[src/rtl/dm_arbiter.sv]
// -----------------------------------------------------------------------------
// dm_arbiter
//
// Shares the single-port data memory between the pipeline MEM stage (master 0)
// and a secondary debug/loader/DMA master (master 1). One master is granted per
// cycle with a same-cycle req/gnt handshake. Contention is resolved round-robin,
// and a master may hold the grant for at most MAX_BURST beats while the other
// master waits, so neither master can starve the other.
//
// Parameters
//   MAX_BURST     max consecutive beats for one master under contention (1..15)
//
// Ports
//   clk           system clock, all state updates on the rising edge
//   reset         synchronous, active-high reset
//   m0Req/m1Req   master requests an access this cycle
//   m0We/m1We     1 = write, 0 = read
//   m0Addr/m1Addr byte address, forwarded to dm unchanged
//   m0WriteData/m1WriteData  store data
//   m0Pc/m1Pc     PC tag forwarded to dm for write logging
//   m0Gnt/m1Gnt   access accepted this cycle (combinational)
//   m0ReadData/m1ReadData    copies of dmReadData, valid only while granted
//   dmMemWrite    write enable to dm
//   dmMemAddr/dmWriteData/dmPc  address, store data and PC tag to dm
//   dmReadData    combinational read data from dm
// -----------------------------------------------------------------------------
module dm_arbiter #(
  parameter int unsigned MAX_BURST = 4
) (
  input  logic        clk,
  input  logic        reset,
  input  logic        m0Req,
  input  logic        m1Req,
  input  logic        m0We,
  input  logic        m1We,
  input  logic [31:0] m0Addr,
  input  logic [31:0] m1Addr,
  input  logic [31:0] m0WriteData,
  input  logic [31:0] m1WriteData,
  input  logic [31:0] m0Pc,
  input  logic [31:0] m1Pc,
  output logic        m0Gnt,
  output logic        m1Gnt,
  output logic [31:0] m0ReadData,
  output logic [31:0] m1ReadData,
  output logic        dmMemWrite,
  output logic [31:0] dmMemAddr,
  output logic [31:0] dmWriteData,
  output logic [31:0] dmPc,
  input  logic [31:0] dmReadData
);

  typedef enum logic [1:0] {
    OWN_NONE = 2'd0,
    OWN_M0   = 2'd1,
    OWN_M1   = 2'd2
  } owner_e;

  localparam logic [3:0] MaxBurst = 4'(MAX_BURST);

  owner_e     owner_q, owner_d;
  owner_e     sel;
  // 0 = master 0 was served last, 1 = master 1 was served last
  logic       lastServed_q, lastServed_d;
  logic [3:0] burstCnt_q, burstCnt_d;

  logic       ownerReq;
  logic       otherReq;
  logic       keep;

  // Arbitration: the current owner keeps the grant while it still requests,
  // unless its burst is exhausted and the other master is waiting. Otherwise
  // a tie goes to the master that was not served last.
  always_comb begin
    ownerReq = 1'b0;
    otherReq = 1'b0;
    case (owner_q)
      OWN_M0: begin
        ownerReq = m0Req;
        otherReq = m1Req;
      end
      OWN_M1: begin
        ownerReq = m1Req;
        otherReq = m0Req;
      end
      default: begin
        ownerReq = 1'b0;
        otherReq = 1'b0;
      end
    endcase

    keep = (owner_q != OWN_NONE) && ownerReq &&
           ((burstCnt_q < MaxBurst) || !otherReq);

    if (keep) begin
      sel = owner_q;
    end else if (m0Req && m1Req) begin
      sel = lastServed_q ? OWN_M0 : OWN_M1;
    end else if (m0Req) begin
      sel = OWN_M0;
    end else if (m1Req) begin
      sel = OWN_M1;
    end else begin
      sel = OWN_NONE;
    end
  end

  // Grants are suppressed during reset so nothing reaches dm in that cycle;
  // the datapath defaults to master 0 when nobody is selected.
  always_comb begin
    m0Gnt       = (sel == OWN_M0) && !reset;
    m1Gnt       = (sel == OWN_M1) && !reset;
    dmMemWrite  = (m0Gnt && m0We) || (m1Gnt && m1We);
    dmMemAddr   = m0Addr;
    dmWriteData = m0WriteData;
    dmPc        = m0Pc;
    if (sel == OWN_M1) begin
      dmMemAddr   = m1Addr;
      dmWriteData = m1WriteData;
      dmPc        = m1Pc;
    end
    m0ReadData = dmReadData;
    m1ReadData = dmReadData;
  end

  // Next state: the burst counter saturates at MAX_BURST so a lone requester
  // never wraps around and is still seen as exhausted once the other shows up.
  always_comb begin
    owner_d      = sel;
    lastServed_d = lastServed_q;
    burstCnt_d   = 4'd0;
    case (sel)
      OWN_M0:  lastServed_d = 1'b0;
      OWN_M1:  lastServed_d = 1'b1;
      default: lastServed_d = lastServed_q;
    endcase
    if (keep) begin
      burstCnt_d = (burstCnt_q >= MaxBurst) ? MaxBurst : burstCnt_q + 4'd1;
    end else if (sel != OWN_NONE) begin
      burstCnt_d = 4'd1;
    end else begin
      burstCnt_d = 4'd0;
    end
  end

  // State registers; reset leaves master 1 as last served so master 0 wins
  // the first tie.
  always_ff @(posedge clk) begin
    if (reset) begin
      owner_q      <= OWN_NONE;
      lastServed_q <= 1'b1;
      burstCnt_q   <= 4'd0;
    end else begin
      owner_q      <= owner_d;
      lastServed_q <= lastServed_d;
      burstCnt_q   <= burstCnt_d;
    end
  end

endmodule

[config.mk]
export PLATFORM = sky130hd
export DESIGN_NAME = dm_arbiter
export DESIGN_NICKNAME = d
export VERILOG_FILES = /design/src/rtl/dm_arbiter.sv
export SDC_FILE = /design/constraint.sdc
export NUM_CORES = 1
export LEC_CHECK = 0
export ABC_AREA = 1
export CORE_AREA = 2 2 155 157
export CTS_CLUSTER_DIAMETER = 200
export DETAILED_ROUTE_END_ITERATION = 16
export DIE_AREA = 0 0 157 159
export SLEW_MARGIN = 5
export SYNTH_ARGS = -nofsm -noshare
export SYNTH_HDL_FRONTEND = slang
export SYNTH_SLANG_ARGS = --single-unit
[constraint.sdc]
create_clock -name clk -period 2.4 [get_ports clk]
set_clock_uncertainty 0.15 [all_clocks]
set_input_delay 0.48 -clock clk [delete_from_list [all_inputs] [get_ports clk]]
set_output_delay 0.48 -clock clk [all_outputs]
set_load 0.01 [all_outputs]
# ---- Word-level counts from Yosys, hierarchy flattened
# Index checks and enable logic that the tools add are counted.
dict set report word_totals {
  inputBits 230
  elab_cells 38
  register_bits 7
  output_inout_bits 163
}
dict set report classes {
  addsub 1
  muxes 14
  n_reduce_logical 14
  n_lt_le_gt_ge 2
  n_eq_ne 4
}
# operator n
set ops {}
lappend ops {{$mux 32} 3}
lappend ops {{$mux 2} 5}
lappend ops {{$mux 4} 2}
lappend ops {{$logic_and 1x1->1} 7}
lappend ops {{$pmux 1 s2} 3}
lappend ops {{$reduce_bool 2->1} 3}
lappend ops {{$add 4x1->4 const B} 1}
lappend ops {{$eq 2x1->1 const B} 2}
lappend ops {{$eq 2x2->1 const B} 2}
lappend ops {{$ge 4x3->1 const B} 1}
lappend ops {{$lt 4x3->1 const B} 1}
lappend ops {{$logic_not 1->1} 2}
lappend ops {{$logic_or 1x1->1} 2}
lappend ops {{$mux 1} 1}

# ---- Logic depth before layout (Yosys ltp)
dict set report depth {
  ltp_word 10
  depth_mapped 16
  depth_no_buf 13
}

# ---- Worst setup path after synthesis
# No wires, ideal clock.
dict set report synth_path {
  path_kind {register to output}
  startpoint {register owner_q[0]}
  endpoint {output dmMemAddr[0]}
  setup_slack_ns -0.186
  required_time_ns 1.770
  path_buffers 3
  arrival_ns 1.956
  path_stages_with_launch 17
  cell_sequence {dfxtp_1 -> inv_1 -> ha_1 -> inv_1 -> nor2_1 -> nand2_1 -> nand2_2 -> nand2_1 -> nand2_2 -> inv_1 -> ha_1 -> buf_4 -> inv_4 -> buf_4 -> buf_4 -> nand2_1 -> nand2_1}
}
dict set report synth_via {
  elab_chain_cells 8
  elab_cells_between_ends 12
  cone_classes {eq/ne (3); mux (4); reduce/logical (5)}
}
# element line
set synth_rtl {}
lappend synth_rtl {{from (decl)} 61} ;# owner_e owner_q, owner_d;
lappend synth_rtl {{from (signal assigned)} 154} ;# owner_q <= owner_d;
lappend synth_rtl {{$eq 2x2->1 or $eq 2x1->1 (tied branches)} 77} ;# case (owner_q)
lappend synth_rtl {{$pmux 1 s2} 77}
lappend synth_rtl {{$logic_not 1->1} 93} ;# ((burstCnt_q < MaxBurst) || !otherReq);
lappend synth_rtl {{$logic_or 1x1->1} 93}
lappend synth_rtl {{$logic_and 1x1->1} 92} ;# keep = (owner_q != OWN_NONE) && ownerReq &&
lappend synth_rtl {{$mux 2 *} 95} ;# if (keep) begin
lappend synth_rtl {{$eq 2x2->1 *} 117} ;# if (sel == OWN_M1) begin
lappend synth_rtl {{$mux 32 *} 117}
lappend synth_rtl {{to (decl)} 47} ;# output logic [31:0] dmMemAddr,
# Every way passes the cells marked *; elsewhere a longest branch is shown, timed or not.

# ---- Worst setup path in the final report
dict set report layout_path {
  startpoint {register owner_q[1]}
  endpoint {output dmPc[6]}
}
dict set report layout_via {
  elab_chain_cells 8
  elab_cells_between_ends 12
  cone_classes {eq/ne (3); mux (4); reduce/logical (5)}
}
# element line
set layout_rtl {}
lappend layout_rtl {{$eq 2x2->1 or $eq 2x1->1 (tied branches)} 77}
lappend layout_rtl {{$pmux 1 s2} 77}
lappend layout_rtl {{$logic_not 1->1} 93}
lappend layout_rtl {{$logic_or 1x1->1} 93}
lappend layout_rtl {{$logic_and 1x1->1} 92}
lappend layout_rtl {{$mux 2 *} 95}
lappend layout_rtl {{$eq 2x2->1 *} 117}
lappend layout_rtl {{$mux 32 *} 117}
lappend layout_rtl {{to (decl)} 49} ;# output logic [31:0] dmPc,
# Marked as above.

==> flow_summary.toml <==
[status]
status = "finished, violations left"
violations = "setup timing"

[synthesis]
syn_area_sq_um = 2140
synth_seq_cells = 7
ys_types = 19
yosysWarnings = 0
ys_seq_area_frac = 0.0656
synth_nets = 673
syn_inst = 436
syn_avg_cell_area_sq_um = 4.90

[sta]
fin_ws_ps = -607
hold_violations = 0
final-setup-viol-count = 100
max_freq_mhz = 333
period_minus_slack_ps = 3010
rsz0062_at_grt = "true"
drv_slew = 0
holdWs_ps = 383
period_share = 1.25

[layout]
final-seq-area_sq_um = 145
drive_gt1_frac = 0.453
area.growth.synth_to_final_pct = 209
nets = 964
multi_input_area_sq_um = 1910
num-fill-cells = 2493
diodes = 0
stdcell_count = 1045

[worst_setup_path]
start_kind = "register"
critical_path_class = "reg2out"
cp_common_cell = "nand2_2"
worstPathCellList = "inv_4 -> ha_4 -> nand2_4 -> a21oi_4 -> nand2_4 -> nand2_2 -> nand2_2 -> inv_2 -> ha_4 -> buf_12 -> inv_16 -> buf_12 -> buf_16 -> buf_8 -> nand2_2 -> nand2_1 -> buf_2"
crit_buf_inv = 8
critPathMaxFanout = 8
cpPeakStageDelay_ps = 350
worstPathArrival_ps = 2380
worstPathRequired_ps = 1770
crit_slowest_cell = "dfxtp_2"
r2r_slack_ps = -400
crit_family = "buffers and inverters"
worstSetupEndpointType = "output port"

[placement]
detailedPlace.worstSlack_ps = -1050
dp.cells = 977
gp_congestion = 0.725
dpl.hpwl_microns = 10300
io_buffers = 296

[cts]
cts_root_buf = "clkbuf_16"
clkLatencyLatePin_ps = 220
cts.sink_count = 7
path_clk_slew_ps = 30
cts_buffers = 3
htree_levels = 1
tritoncts = "done"
cts_hold_buf = 0
cts_buffer_depth = 2

[job]
maxCapViolations = 0

[floorplanning]
ioPinCount = 393
start_util = 0.0921
die_w_microns = 157
coreArea_sq_um = 23200
die-area_sq_um = 25000
die_y_microns = 159
rows = 56

[global_route]
gr-usage-all-layers = 0.120
met1_usage = 0.116
met2_usage = 0.243
grt_pass1_vias = 3911
grt_max_degree = 13
grt.met3_usage = 0.0308
grt_pass1_wl_microns = 22300
antenna_found_initial = 0
grt_overflow = 0
busiest_layer = "met2"

[power]
powerDensity_nw_per_um2 = 296
p_leak_nw = 3.16
irDropWorstVdd_v = 0.000277

[routing]
antenna_left = 0
viasPerCell = 3.57
drt-initial-drc-count = 99
drtPass1Iterations = 6
routedWlPerCell_microns = 15.6
drcViolationCount = 0
wl_microns = 16300
vias = 3729

[worst_hold_path]
hp-class = "reg2reg"
-- Yosys cell counts (all sizes together) --
library cell  instances  area (sq um)
clkbuf                5          18.8
ha                    7          87.6
nand2               304          1150
buf                  81           581
a21oi                 3          26.3
dfxtp                 7           140
conb                  1          3.75
a22o                  1          8.76
nor2                  8          37.5
o21ai                 2          10.0
nand3                 3          15.0
nor3                  2          10.0
inv                  12          47.6
-- cell families after synthesis --
group	after synthesis	share of synthesized area
simple gates	317	0.568
buf+inv	98	0.303
fa+ha+maj	7	0.0410
flops	7	0.0656
compound gates	6	0.0211
other cells	1	0.00175
-- area by class of cell --
cell class,count,area share
repair inverters,1,0.00133
clock buffers,4,0.0119
flip-flops and latches,7,0.0220
repair buffers,371,0.605
multi-input cells,331,0.289
inverters,12,0.0100
well taps,319,0.0605
-- where the power goes --
group,switching [W],internal (W)
registers,0.00000689,0.000125
logic,0.000642,0.000905
clock network,0.0000537,0.000220
-- path summary, 6_finish.rpt --
check | startpoint | endpoint | cells after the start
worst min register to register | lastServed_q | lastServed_q | 2
worst max-delay path | owner_q[1] | dmPc[6] | 17
worst max register to register | owner_q[1] | burstCnt_q[0] | 22
worst min-delay path | lastServed_q | lastServed_q | 2
-- sequential cells by signal (all words and copies together) (netlist names) --
name,count
burstCnt_q,4
owner_q,2
lastServed_q,1
-- timing repair --
action	4_1_cts	5_1_grt
setup endpoints to repair	99	100
resized for setup	572	48
gates cloned	19	1
buffers inserted	46	5
pin swaps	27	14
-- worst register-to-register path, stage by stage, from the launching register on --
cell and delay, ps:
dfxtp_2 350, inv_4 60, ha_4 280, inv_2 40
nor2_4 90, nand2_4 90, buf_6 120, buf_6 100
buf_6 100, buf_6 100, buf_6 100, buf_6 100
buf_6 100, buf_6 100, buf_6 100, buf_6 100
buf_6 100, buf_6 100, buf_6 100, buf_6 100
buf_6 100, nand3_2 50, a21oi_2 50
-- per-stage QoR --
step	util	TNS, ps	power [W]	instance area (sq um)
finish	0.285	-51180	0.00195	6600
global route	0.285	-60460	0.00207	6600
CTS	0.276	-46200	0.00192	6400
detailed placement	0.223	-95100	0.00129	5180
global placement	0.223	-93250	0.00129	5180
floorplan	-	-3280	0.000651	2310
-- layer usage --
layer	share of wire	routed length (microns)	vias up
met1	0.34	5490	1615
met2	0.53	8650	270
li1	-	-	1814
met3	0.11	1740	30
met4	0.027	436	0
met5	0	0	-
-- cell usage in the layout, fill, tap and decap left out, drive strengths merged --
master / netlist / routed
conb: 1 / 1
buf: 81 / 171
inv: 12 / 13
nor3: 2 / 2
dfxtp: 7 / 7
a22o: 1 / 1
nand2: 304 / 304
clkbuf: 5 / 5
clkdlybuf4s50: 0 / 195
nand3: 3 / 3
a21oi: 3 / 3
ha: 7 / 7
o21ai: 2 / 2
dlygate4sd2: 0 / 2
bufbuf: 0 / 2
nor2: 8 / 8
No activity file was read; power rests on OpenSTA's default activity.
